--- config.mk ---
export PLATFORM = sky130hd
export DESIGN_NAME = memory_arbiter
export DESIGN_NICKNAME = d
export VERILOG_FILES = /design/src/rtl/memory_arbiter.sv
export SDC_FILE = /design/constraint.sdc
export NUM_CORES = 1
export LEC_CHECK = 0
export BUFFER_PORTS_ARGS = -buffer_cell sky130_fd_sc_hd__buf_2
export CAP_MARGIN = 5
export CORE_AREA = 2 2 168 170
export CTS_CLUSTER_DIAMETER = 80
export DETAILED_ROUTE_END_ITERATION = 12
export DIE_AREA = 0 0 170 172
export PLACE_DENSITY = 0.46
export SLEW_MARGIN = 10
export SYNTH_ARGS = -nofsm -noshare
export SYNTH_HDL_FRONTEND = slang
export SYNTH_SLANG_ARGS = --single-unit
--- constraint.sdc ---
create_clock -name CLK -period 4.05 [get_ports CLK]
set_input_delay 0.405 -clock CLK [delete_from_list [all_inputs] [get_ports CLK]]
set_output_delay 0.405 -clock CLK [all_outputs]
set_load 0.02 [all_outputs]
--- src/rtl/memory_arbiter.sv ---
// memory_arbiter
//   Round-robin arbiter between the per-core instruction/data cache ports and
//   the single shared RAM port. One request is granted at a time. Within a
//   core, writes beat data reads, which beat instruction reads. The grant is
//   held until RAM reports ACCESS, then released for a mandatory IDLE cycle
//   before the next arbitration.
//
// Ports
//   CLK, nRST              clock (rising edge), async active-low reset
//   iREN/dREN/dWEN [c]     core c instruction read / data read / data write
//   iaddr/daddr/dstore [c] core c addresses and write data
//   iwait/dwait [c]        stall to core c (0 = transfer completes this cycle)
//   iload/dload [c]        read data to core c (ramload broadcast)
//   ramREN/ramWEN          RAM read/write enable
//   ramaddr/ramstore       RAM address / write data
//   ramload/ramstate       RAM read data / status (FREE, BUSY, ACCESS, ERROR)
module memory_arbiter #(
  parameter int CPUS = 2
) (
  input  logic             CLK,
  input  logic             nRST,
  input  logic [CPUS-1:0]  iREN,
  input  logic [CPUS-1:0]  dREN,
  input  logic [CPUS-1:0]  dWEN,
  input  logic [31:0]      iaddr  [CPUS-1:0],
  input  logic [31:0]      daddr  [CPUS-1:0],
  input  logic [31:0]      dstore [CPUS-1:0],
  output logic [CPUS-1:0]  iwait,
  output logic [CPUS-1:0]  dwait,
  output logic [31:0]      iload  [CPUS-1:0],
  output logic [31:0]      dload  [CPUS-1:0],
  output logic             ramREN,
  output logic             ramWEN,
  output logic [31:0]      ramaddr,
  output logic [31:0]      ramstore,
  input  logic [31:0]      ramload,
  input  logic [1:0]       ramstate
);

  localparam int PW = (CPUS > 1) ? $clog2(CPUS) : 1;

  localparam logic [1:0] RAM_ACCESS = 2'd2;

  typedef enum logic {IDLE, GRANT} state_t;
  typedef enum logic [1:0] {IREAD, DREAD, DWRITE} req_type_t;

  state_t            state, state_n;
  logic [PW-1:0]     rr_ptr, rr_ptr_n;
  logic [PW-1:0]     win_core, win_core_n;
  req_type_t         win_type, win_type_n;

  logic [CPUS-1:0]   req;
  logic              live;
  logic              found;
  int                idx;

  assign req = iREN | dREN | dWEN;

  // Read data is broadcast; the waits tell each core whether it is valid.
  always_comb begin
    for (int c = 0; c < CPUS; c++) begin
      iload[c] = ramload;
      dload[c] = ramload;
    end
  end

  always_ff @(posedge CLK or negedge nRST) begin
    if (!nRST) begin
      state    <= IDLE;
      rr_ptr   <= '0;
      win_core <= '0;
      win_type <= IREAD;
    end else begin
      state    <= state_n;
      rr_ptr   <= rr_ptr_n;
      win_core <= win_core_n;
      win_type <= win_type_n;
    end
  end

  always_comb begin
    state_n    = state;
    rr_ptr_n   = rr_ptr;
    win_core_n = win_core;
    win_type_n = win_type;
    ramREN     = 1'b0;
    ramWEN     = 1'b0;
    ramaddr    = '0;
    ramstore   = '0;
    iwait      = '1;
    dwait      = '1;
    live       = 1'b0;
    found      = 1'b0;
    idx        = 0;

    unique case (state)
      IDLE: begin
        // Scan starting at rr_ptr, wrapping; the first requester wins.
        for (int k = 0; k < CPUS; k++) begin
          idx = (int'(rr_ptr) + k) % CPUS;
          if (!found && req[idx]) begin
            found      = 1'b1;
            win_core_n = PW'(idx);
            if (dWEN[idx])      win_type_n = DWRITE;
            else if (dREN[idx]) win_type_n = DREAD;
            else                win_type_n = IREAD;
          end
        end
        if (found) state_n = GRANT;
      end

      GRANT: begin
        unique case (win_type)
          DWRITE:  live = dWEN[win_core];
          DREAD:   live = dREN[win_core];
          default: live = iREN[win_core];
        endcase

        ramaddr  = (win_type == IREAD) ? iaddr[win_core] : daddr[win_core];
        ramstore = dstore[win_core];
        ramWEN   = live && (win_type == DWRITE);
        ramREN   = live && (win_type != DWRITE);

        if (!live) begin
          // Requester withdrew: release without advancing the pointer.
          state_n = IDLE;
        end else if (ramstate == RAM_ACCESS) begin
          if (win_type == IREAD) iwait[win_core] = 1'b0;
          else                   dwait[win_core] = 1'b0;
          state_n  = IDLE;
          rr_ptr_n = (win_core == PW'(CPUS - 1)) ? '0 : win_core + 1'b1;
        end
        // FREE, BUSY and ERROR hold the grant so the access is retried.
      end

      default: state_n = IDLE;
    endcase
  end

endmodule

==> impl_metrics.ini, run 1 <==
[final_layout]
area_growth_pct = 28.9
layout_common_cells = 271 x buf_2, 37 x mux2i_1, 35 x nor2_1, 32 x mux4_2, 32 x and2_1
drive_gt1_share_pct = 68.7
final_common_cell = buf_2
antenna_cells = 0
nets = 700
regArea_sq_um = 129
multi_input_area_sq_um = 1670
nFillCells = 3128
fin_cells = 806

[route]
antenna_left = 0
drt_iter0_drc = 51
wl_per_cell_um = 14.2
vias_per_cell = 3.38
first_pass_iters = 4
drc_errors = 0
num_vias = 2722
routed_wirelength_um = 11500

[die]
dieArea_sq_um = 29200
rows = 61
die_x_um = 170
core-area_sq_um = 27500
die_h_um = 172
num_io_pins = 432
initial_core_util_pct = 10.6

[synthesis]
synth_flop_cell = dfrtp_1
syn-num-nets = 566
syn_avg_cell_area_sq_um = 8.88
synth-edff-count = 0
yosysSeqAreaShare_pct = 4.31
ys_ff_latch = 5
synth-async-reset-ratio_pct = 100
synth_cell_types = 33
ys_warn_count = 0
synth_area_sq_um = 2910
synthCells = 327

[status]
status = finished clean

[sta]
rsz0062_at_grt = no
tns_ns = 0
clock.fmax_ghz = 0.360
hold_viol = 0
final-setup-viol-count = 0
clock_skew_ns = 0.00129
slew_viol_final = 0
tightest_slew_ns = 0.919
period_minus_slack_ns = 2.78
max_slew_margin_pct = 38.8
hold_slack_ns = 0.518
fin_crit_sh_pct = 68.6

[power]
p_seq_share_pct = 8.6
powerDensity_nw_per_um2 = 634
power_w = 0.00237
internal_power_w = 0.00112
pwr-share-clk_pct = 7.2
switching_share_pct = 52.6
pwr-share-comb_pct = 84.2
irDropWorstVdd_uv = 215
p_sw_w = 0.00125
p_leak_nw = 1.94

[clocking]
cts_tree = yes
htreeDepth = 1
numCtsBuffers = 3
clk_pin_slew_ns = 0.04
clock_sinks = 5
cts-root-buf = clkbuf_16
clk_latency_ns = 0.24
post_cts_buffers = 0
cts_buffer_depth = 2

[worst_setup_path]
cp_max_fo = 34
start_kind = flip-flop
crit_end = ramaddr[26]
endpoint_kind = primary output
setup.worst_path.start = win_type[0]
crit_arrival_ns = 2.37
r2r-end = state
r2r_setup_slack_ns = 2.10
required_ns = 3.64
path_class = flip-flop to primary output
timing.rr.start = win_core
r2r.worst_path.cells = 4

[global_routing]
antenna_found_initial = 1
globalRouteOverflowTotal = 0
grt_pass1_vias = 2542
grt_max_degree = 42
grt_use_total_pct = 7.01
grt_pass1_wl_um = 15100

[place]
dp.cells = 801
dp_hpwl_um = 9640
place_congestion = 0.750
port_buffers = 271

[hold_path]
min-delay-path-class = primary input to async pin

[flow_run]
drv_cap = 0
registers in the layout, summed over array words and instances (netlist names):
register / flops
state: 1
rr_ptr: 1
win_core: 1
win_type: 2
per-layer routing:
metal | share of wire [%] | wire [um] | global-route usage (%)
met1 | 33 | 3790 | 6.45
met5 | 0 | 0 | 0
met2 | 49 | 5640 | 13.0
met3 | 14 | 1600 | 3.46
met4 | 3.8 | 438 | 3.20
how the worst min path moves through the flow:
stage / start / endpoint / slack (ns)
2_1_floorplan: nRST / rr_ptr / 0.11
3_3_place_gp: nRST / rr_ptr / 0.24
3_5_place_dp: nRST / rr_ptr / 0.24
4_1_cts: nRST / win_type[1] / 0.52
5_1_grt: nRST / rr_ptr / 0.55
6_report: nRST / win_type[0] / 0.52
power groups by stage:
stage / registers [W] / clock network, W / logic, W
2_1_floorplan: 0.0000883 / 0 / 0.00174
3_3_place_gp: 0.000209 / 0 / 0.00203
3_5_place_dp: 0.000211 / 0 / 0.00204
4_1_cts: 0.000211 / 0.000172 / 0.00204
5_1_grt: 0.000225 / 0.000178 / 0.00217
6_report: 0.000203 / 0.000171 / 0.00200
what timing repair did:
action                                  in CTS  in global routing
gates resized for setup                      0                  0
hold buffers                                 1                  0
endpoints found under the setup margin       0                  0
endpoints found under the hold margin        5                  0
area by class of cell:
class	count	area share [%]
multi-input combinational	169	44.7
tap	346	11.6
inverter	6	0.602
sequential	5	3.44
clock buffer	4	2.11
timing repair buffer	276	37.6
metrics by stage:
stage / cell area (sq um) / utilization [%] / worst slack [ns]
after floorplan: 2910 / - / 1.97
after global placement: 3650 / 13.3 / 1.53
after detailed placement: 3650 / 13.3 / 1.49
after CTS: 3740 / 13.6 / 1.23
after global routing: 3740 / 13.6 / 1.12
final: 3740 / 13.6 / 1.27
logic make-up after synthesis:
logic type,synth area share (%)
fa+ha+maj,2.15
compound gates,3.19
mux,37.6
buf+inv,38.2
simple gates,14.6
flops,4.31
cells in the mapped netlist, drive strengths merged (2+ instances only):
cell type	instances	share of area [%]
nand2	2	0.26
dfrtp	5	4.3
inv	5	0.65
or3b	2	0.60
and2	32	6.9
o21ai	5	0.99
nor3	2	0.34
buf	139	36
clkbuf	8	1.0
mux2i	37	13
a21oi	2	0.34
ha	5	2.2
or2	2	0.43
nor2	35	4.5
mux4	32	25
critical path, cell delays in order (launching register included):
cell,delay (ns)
dfrtp_1,0.38
inv_1,0.15
ha_2,0.80
mux4_2,0.42
and2_1,0.19
buf_2,0.16
Power figures use the tool's default switching activity.
==> run 2, diff against run 1 <==
- CORE_AREA: 2 2 168 170 -> 2 2 167 169
- DIE_AREA: 0 0 170 172 -> 0 0 169 171
- PLACE_DENSITY: 0.46 -> 0.48
- clock period: 4.05 -> 2.55 ns (I/O delays scaled with it)
==> impl_metrics.ini, run 2 (same netlist as run 1, synthesis figures left out) <==
[worst_setup_path]
setup.worst_path.start = win_type[0]
cp_cell_sequence = inv_1 > ha_1 > nand2_1 > o22ai_2 > o21ai_2 > or3b_1 > buf_2
cp_max_fo = 5
slowest_stage = or3b_1
start_kind = flip-flop
cp_num_buf_inv = 2
required_ns = 2.30
endpoint_kind = primary output
crit_arrival_ns = 2.01
path_delay_family = simple AND/OR/NAND/NOR gates
timing.rr.start = win_core
slowest_delay_ns = 0.41
path_class = flip-flop to primary output

[place]
dp_hpwl_um = 9920
place_ws_ns = 0.529
place_congestion = 0.727
port_buffers = 271
place_area_sq_um = 3720

[route]
first_pass_iters = 4
wl_met2_um = 5770
antenna_left = 0
vias_per_cell = 3.38
drc_errors = 0
routed_wirelength_um = 11500
wl_per_cell_um = 14.1
wl_met1_um = 3970
route.met3.wl_um = 1360
top_layer = met4
num_vias = 2748
drt_iter0_drc = 45

[hold_path]
min-delay-path-class = primary input to async pin

[die]
dieArea_sq_um = 28900
core-area_sq_um = 27300
num_io_pins = 432
die_h_um = 171
initial_core_util_pct = 10.6
rows = 61
die_x_um = 169

[sta]
tns_ns = 0
slew_viol_final = 0
rsz0062_at_grt = no
tightest_slew_ns = 0.428
period_minus_slack_ns = 2.26
fin_crit_sh_pct = 88.7
final-setup-viol-count = 0
hold_viol = 0
max_slew_margin_pct = 71.5
clock.fmax_ghz = 0.442
clock_skew_ns = 0.00258
setup_ws_ns = 0.288

[global_routing]
grt_pass1_vias = 2718
grt_use_total_pct = 7.01
antenna_found_initial = 1
grt_pass1_wl_um = 15200
grt_max_degree = 38
globalRouteOverflowTotal = 0

[clocking]
numCtsBuffers = 3
htreeDepth = 1
cts_hold_buffers = 1
clk_pin_slew_ns = 0.03
cts_buffer_depth = 2
post_cts_buffers = 0
cts_resized = 0
clock_sinks = 5
cts_tree = yes
cts-root-buf = clkbuf_16
clk_latency_ns = 0.23

[power]
irDropWorstVdd_uv = 279
power_w = 0.00388
powerDensity_nw_per_um2 = 1020
p_leak_nw = 1.97

[final_layout]
layout_common_cells = 271 x buf_2, 37 x mux2i_1, 35 x nor2_1, 32 x mux4_2, 32 x and2_1
nets = 705
final_common_cell = buf_2
fin_area_sq_um = 3810
largest_register_ffs = 2
regArea_sq_um = 129
area_growth_pct = 31.1
multi_input_area_sq_um = 1670
largest-register = win_type
nFillCells = 3153
drive_gt1_share_pct = 69.0

[status]
status = finished clean

[flow_run]
drv_cap = 0
[run 2: changes by cell type in the layout (fill, tap and decap cells not counted), sizes merged]
cell / previous run / this run
buf: 275 / 280
diode: 0 / 1
[run 2: path summary, 6_finish.rpt]
path | cells after the start | to | slack (ns)
worst min-delay path | 2 | rr_ptr | 0.37
worst max register to register | 4 | rr_ptr | 0.85
worst min register to register | 2 | win_core | 0.64
max in group asynchronous | 2 | win_core | 2.02
min in group CLK | 4 | win_core | 0.40
worst max-delay path | 7 | iwait[0] | 0.29
[run 2: routing by layer]
metal,vias up,global-route usage (%)
met1,1209,6.73
met4,0,2.45
met2,239,13.6
met3,28,2.75
li1,1272,-
met5,-,0
[run 2: where the power goes]
part | internal (W) | switching (W)
combinational | 0.00154 | 0.00187
clock | 0.000207 | 0.0000543
sequential | 0.000124 | 0.0000935
total | 0.00187 | 0.00202
[run 2: cell type report]
| class | count | share of cell area [%] |
|---|---|---|
| inverters | 6 | 0.591 |
| repair buffers | 281 | 38.6 |
| diodes | 1 | 0.0657 |
| flip-flops and latches | 5 | 3.38 |
| clock buffers | 4 | 2.07 |
| well taps | 346 | 11.4 |
| multi-input cells | 169 | 43.9 |
[run 2: stage by stage]
step | instances | hold slack [ns] | utilization [%]
2_1_floorplan | 327 | -0.0406 | -
3_3_place_gp | 806 | 0.0806 | 13.6
3_5_place_dp | 806 | 0.0822 | 13.6
4_1_cts | 811 | 0.377 | 13.9
5_1_grt | 811 | 0.399 | 13.9
6_report | 812 | 0.373 | 13.9
